$ cat config.mk
export PLATFORM = sky130hd
export DESIGN_NAME = seq_detector_param
export DESIGN_NICKNAME = d
export VERILOG_FILES = /design/src/rtl/seq_detector_param.sv
export SDC_FILE = /design/constraint.sdc
export NUM_CORES = 1
export LEC_CHECK = 0
export ABC_CLOCK_PERIOD_IN_PS = 3600
export BUFFER_PORTS_ARGS = -buffer_cell sky130_fd_sc_hd__clkbuf_2
export CAP_MARGIN = 20
export CORE_MARGIN = 5
export CORE_UTILIZATION = 30
export CTS_CLUSTER_SIZE = 16
export DETAILED_ROUTE_END_ITERATION = 16
export HOLD_SLACK_MARGIN = 0.12
export PLACE_DENSITY = 0.49
export SYNTH_ARGS = -nofsm -noshare
export SYNTH_HDL_FRONTEND = slang
export SYNTH_SLANG_ARGS = --single-unit
$ cat constraint.sdc
create_clock -name clk -period 3.6 [get_ports clk]
set_clock_uncertainty 0.15 [all_clocks]
set_input_delay 0.36 -clock clk [delete_from_list [all_inputs] [get_ports clk]]
set_output_delay 0.36 -clock clk [all_outputs]
set_load 0.05 [all_outputs]
$ cat src/rtl/seq_detector_param.sv
// seq_detector_param: runtime-programmable multi-slot serial pattern detector
// with per-slot overlap mode and a saturating match counter
module seq_detector_param #(
    parameter int MAX_LEN = 8,
    parameter int NUM_PAT = 2,
    parameter int CNT_W = 8,
    localparam int LEN_W = $clog2(MAX_LEN + 1),
    localparam int SEL_W = NUM_PAT > 1 ? $clog2(NUM_PAT) : 1
) (
    input  logic               clk,
    input  logic               rstn,
    input  logic               cfg_we,
    input  logic [SEL_W-1:0]   cfg_sel,
    input  logic [MAX_LEN-1:0] cfg_pattern,
    input  logic [LEN_W-1:0]   cfg_len,
    input  logic               cfg_overlap,
    input  logic               in_valid,
    input  logic               in,
    input  logic               clr_cnt,
    output logic [NUM_PAT-1:0] match,
    output logic               match_any,
    output logic [CNT_W-1:0]   match_cnt
);
    logic               acc;
    logic [MAX_LEN-2:0] hist;
    logic [MAX_LEN-1:0] w;
    logic [LEN_W-1:0]   len_in;

    assign acc = in_valid && !cfg_we;
    assign w = {hist, in};
    assign len_in = cfg_len > LEN_W'(MAX_LEN) ? LEN_W'(MAX_LEN) : cfg_len;
    assign match_any = |match;

    always_ff @(posedge clk or negedge rstn)
        if (!rstn) hist <= '0;
        else if (acc) hist <= w[MAX_LEN-2:0];

    for (genvar k = 0; k < NUM_PAT; k++) begin : g_slot
        logic [MAX_LEN-1:0] pat, mask;
        logic [LEN_W-1:0]   len, fill;
        logic               ovl, we;
        assign we = cfg_we && cfg_sel == SEL_W'(k);
        // a full-length shift wraps to zero, so the subtraction yields all ones
        assign mask = (MAX_LEN'(1) << len) - MAX_LEN'(1);
        assign match[k] = acc && len != '0 && fill >= len - LEN_W'(1) && ((w ^ pat) & mask) == '0;
        always_ff @(posedge clk or negedge rstn)
            if (!rstn) begin
                pat  <= '0;
                len  <= '0;
                ovl  <= 1'b1;
                fill <= '0;
            end else if (we) begin
                pat  <= cfg_pattern;
                len  <= len_in;
                ovl  <= cfg_overlap;
                fill <= '0;
            end else if (acc) begin
                fill <= (match[k] && !ovl) ? '0 : fill == LEN_W'(MAX_LEN) ? fill : fill + LEN_W'(1);
            end
    end

    always_ff @(posedge clk or negedge rstn)
        if (!rstn) match_cnt <= '0;
        else if (clr_cnt) match_cnt <= '0;
        else if (match_any && !(&match_cnt)) match_cnt <= match_cnt + CNT_W'(1);
endmodule

Word level (Yosys, flattened, before mapping)
Cells that the tools add are included.
- magnitude comparators: 3
- reductions and logical operators: 27
- bitwise logic cells: 5
- add/sub/neg operators: 7
- equality and inequality tests: 4
- mux-type cells: 11
- shift operators: 2
- operators by type and width (kind ; number):
    2-to-1 mux 4 bit ; 9
    AND 8 bit ; 2
    zero test 8 bit ; 2
    2-to-1 mux 8 bit ; 2
    << shifter 1 x 4 -> 8 bit (first input constant) ; 2
    subtractor 8 x 2 -> 8 bit (second input constant) ; 2
    bitwise XOR 8 bit ; 2
    logical AND 1 bit ; 12
    adder 4 x 1 -> 4 bit (second input constant) ; 2
    adder 8 x 1 -> 8 bit (second input constant) ; 1
    == test 4 bit (second input constant) ; 2
    greater-or-equal comparator 4 bit ; 2
    AND reduction 8 bit ; 1
    nonzero test 4 bit ; 2
    subtractor 4 x 1 -> 4 bit (second input constant) ; 2
    != test 3 bit (second input constant) ; 2
    nonzero test 2 bit ; 3
    greater-than comparator 4 bit (second input constant) ; 1
    zero test 1 bit ; 4
    AND reduction 2 bit ; 2
    OR reduction 2 bit ; 1
    NOT 1 bit ; 1
- logic and storage cells: 69
- register bits after elaboration: 49
- input port bits: 20

Logic depth before layout (Yosys ltp)
- depth after elaboration: 9
- mapped depth: 13

Worst setup path before layout
Ideal clock, no wire load.
- path type: flip-flop to output port
- start: register g_slot[1].len[0]
- end: output port match_any
- cell stages (with the launch flop): 13
- path slack: 0.316 ns
- data arrival time: 2.774 ns
- data required time: 3.090 ns
- path through: dfrtp_1 -> inv_1 -> ha_1 -> clkbuf_1 -> nand2_1 -> ha_1 -> or4b_1 -> a21bo_1 -> nor4bb_1 -> and4_4 -> a21oi_2 -> buf_6 -> inv_1
- cells in the longest elaborated chain, start to end: 6
- ends and longest elaborated chain (what ; RTL line ; text):
    start, declared ; 40 ; logic [LEN_W-1:0] len, fill;
    start signal, assigned ; 54 ; len <= len_in;
    << shifter 1 x 4 -> 8 bit ; 44 ; assign mask = (MAX_LEN'(1) << len) - MAX_LEN'(1);
    subtractor 8 x 2 -> 8 bit ; 44 ;
    AND 8 bit ; 45 ; assign match[k] = acc && len != '0 && fill >= len - LEN_W'(1) && ((w ^ pat) & mask) == '0;
    zero test 8 bit ; 45 ;
    logical AND 1 bit * ; 45 ;
    net match[1] ; 20 ; output logic [NUM_PAT-1:0] match,
    OR reduction 2 bit * ; 32 ; assign match_any = |match;
    end, declared ; 21 ; output logic match_any,
The timed path passes the listed nets; every way through them passes the cells marked *.

Worst setup path after layout
- start: register g_slot[1].len[0]
- end: output port match_any
- cells in the longest elaborated chain, start to end: 6
- ends and longest elaborated chain (what ; RTL line):
    << shifter 1 x 4 -> 8 bit ; 44
    subtractor 8 x 2 -> 8 bit ; 44
    AND 8 bit ; 45
    zero test 8 bit ; 45
    logical AND 1 bit * ; 45
    OR reduction 2 bit * ; 32
Every way passes the cells marked *; elsewhere a longest branch is shown, timed or not.

==> summary.md <==
| Metric | Value |
|---|---|
| Layout Cells excl Fill | `524` |
| Total global-route track usage | `0.122` |
| Core ar. | `10400 sq um` |
| Die height | `113 um` |
| Leakage | `0.00168 uW` |
| DRC viols | `0` |
| Largest net degree at the start of global routing | `34` |
| Fin util | `0.358` |
| Period utilisation layout | `0.951` |
| Sink Count | `49` |
| Initial antenna violation count | `0` |
| CP Launch Type | `flop` |
| Cell count after placement | `505` |
| Hold WS | `0.146 ns` |
| Drt pass-1 iters | `4` |
| Critical Path RT | `3.09 ns` |
| Yosys cell types | `59` |
| Rows | `37` |
| Cell family with most CP delay | `simple AND/OR/NAND/NOR gates` |
| Sequential power share | `0.440` |
| Drt total wl | `7480 um` |
| Area Growth Syn to Fin | `16.3%` |
| Share of layout cells above drive strength 1 | `0.201` |
| PwrDens | `426 nW/um^2` |
| # IOs | `31` |
| Maxcap violations | `0` |
| Sw Share | `0.334` |
| Worst slew margin | `0.397` |
| Cells after Synth | `347` |
| DR WL/cell | `14.3 um` |
| Top cells by count, synth | `nand2_1, dfrtp_1, ha_1, o21ai_0` |
| Post-DR vias/cell | `4.85` |
| Asr flop ratio synth | `1.00` |
| Top_reg_cell synth | `dfrtp_1` |
| Vias in the first global route | `2528` |
| Critical path's largest stage delay | `0.48 ns` |
| Mapped Nets | `392` |
| Post-synth EDFFs | `0` |
| Root buf cell | `clkbuf_8` |
| Clock buffer depth | `2` |
| Via count | `2539` |
| Area of the mapped netlist | `3190 sq um` |
| Peak VDD IR | `0.177 mV` |
| Top cells by area, synth | `dfrtp_1, ha_1, nand2_1, mux2_2, xnor2_1` |
| Input/output buffers | `30` |
| Syn avg cell area | `9.20 sq um` |
| Min Clock Period, post-route | `3.42 ns` |
| Global route overflow | `0` |
| CTS Buf Count | `5` |
| CP most frequent cell | `ha_2` |
| FMAX | `0.292 GHz` |
| CP Class | `reg -> out` |
| Total negative slack | `0 ns` |
| Clock Latency Late Sink | `0.31 ns` |
| Final Hold Viols | `0` |
| NumNets Final | `432` |
| # setup viols final | `0` |
| Switching pwr | `529 uW` |
| Outcome | `finished clean` |
| Count leader, synth | `nand2_1` |
| #FFs+latches synth | `49` |
| First-pass GRT wire length | `12600 um` |
| DIE AREA | `12800 sq um` |
| Worst Path Arrival | `2.91 ns` |
| Worst Tran Pin Value | `0.903 ns` |
| Critical-path cell list | `buf_4 > ha_2 > nand2_1 > ha_2 > or4b_1 > a21bo_1 > nor4bb_1 > and4_4 > a21oi_4 > inv_1 > buf_2` |
| Share of the synthesized area in the top cell type | `0.368` |
| Cell taking the most area after synthesis | `dfrtp_1` |
| CP Max Fanout | `9` |
| TritonCTS clock tree | `yes` |
| Antenna viol nets, final | `0` |
| Clock power share | `0.251` |
| Detail Placement HPWL | `5480 um` |
| H-tree depth | `2` |
| Yosys Warn Count | `0` |
| RePlAce Congestion | `0.827` |
| Combinational fraction of design power | `0.309` |
| CP endpoint kind | `output port` |
| Crit path buf inv count | `3` |
| Die X | `113 um` |
| Sequential area share after synthesis | `0.385` |
| Max-slew violations | `0` |
| P_int | `1060 uW` |
| N_diodes | `0` |
| DR iter-0 viols | `95` |
| Worst-path clk slew | `0.10 ns` |
| Overall Power | `1580 uW` |
| CP max-delay cell | `or4b_1` |
| Hold WC Path Type | `in -> reg` |
| Initial core utilization | `0.308` |
-- logic make-up after synthesis --
| kind of cell | after synthesis | share of synthesized area |
|---|---|---|
| mux | 11 | 0.0388 |
| flops | 49 | 0.385 |
| buf+inv | 28 | 0.0423 |
| simple gates | 147 | 0.234 |
| compound gates | 65 | 0.142 |
| xor+xnor | 22 | 0.0603 |
| fa+ha+maj | 25 | 0.0980 |
-- power groups by stage --
stage | Sequential, uW | Combinational (uW) | Clock [uW]
floorplan | 685 | 366 | 0
global placement | 708 | 469 | 0
detailed placement | 709 | 470 | 0
CTS | 699 | 484 | 417
global route | 709 | 560 | 431
finish | 697 | 489 | 398
-- metrics by stage --
stage / area [sq um] / setup WS [ns]
2_1_floorplan: 3190 / 0.316
3_3_place_gp: 3480 / 0.366
3_5_place_dp: 3480 / 0.322
4_1_cts: 3680 / 0.0295
5_1_grt: 3710 / -0.00465
6_report: 3710 / 0.177
-- layer usage --
metal | global-route usage | routed length [um]
met5 | 0 | 0
met4 | 0.0361 | 108
met3 | 0.0225 | 246
met2 | 0.194 | 3380
met1 | 0.168 | 3740
-- state kept, by name, summed over array words and instances (netlist names) --
name / flops
g_slot.ovl: 2
hist: 7
match_cnt: 8
g_slot.pat: 16
g_slot.len: 8
g_slot.fill: 8
-- layout by cell type (no fill, tap or decap), drive strengths merged, types with 3 or more instances in the layout --
cell type / n
a2111oi: 3
a21oi: 14
a31o: 4
a31oi: 5
buf: 11
clkbuf: 34
dfrtp: 47
dlygate4sd3: 9
ha: 25
inv: 13
mux2: 11
nand2: 70
nand2b: 8
nand3: 12
nand4: 3
nor2: 12
nor2b: 7
nor3: 7
nor3b: 3
o211ai: 3
o21ai: 17
o31ai: 4
or3: 5
or4: 4
xnor2: 12
xor2: 10
-- path summary, 6_finish.rpt --
path | startpoint | endpoint | slack, ns | cells after the start
worst max-delay path | g_slot[1].len[0] | match_any | 0.18 | 11
worst min register to register | g_slot[0].ovl | g_slot[0].ovl | 0.33 | 2
worst max register to register | g_slot[0].len[0] | match_cnt[7] | 0.38 | 12
worst min-delay path | cfg_pattern[2] | g_slot[0].pat[2] | 0.15 | 3
max in group asynchronous | rstn | g_slot[1].pat[2] | 2.13 | 3
min in group asynchronous | rstn | g_slot[0].fill[0] | 0.37 | 2
-- final cells by class --
class | count | area (sq um)
well taps | 136 | 170
flip-flops and latches | 49 | 1230
clock inverters | 2 | 35.0
multi-input cells | 270 | 1850
fillers | 1101 | 6660
repair buffers | 48 | 308
clock buffers | 6 | 72.6
inverters | 13 | 48.8
-- tightest hold or removal path: cells and delay by family --
family	cells	cell delay, ns
buffers and inverters	1	0.10
AND/OR/NAND/NOR	2	0.10
-- repair_timing --
action	in CTS	in global routing
hold buffers	9	0
resized for setup	1	7
pin swaps	0	0
endpoints found under the hold margin	22	0
setup buffers	0	2
endpoints found under the setup margin	1	3
cloned	0	0
No activity file was read; power rests on OpenSTA's default activity.
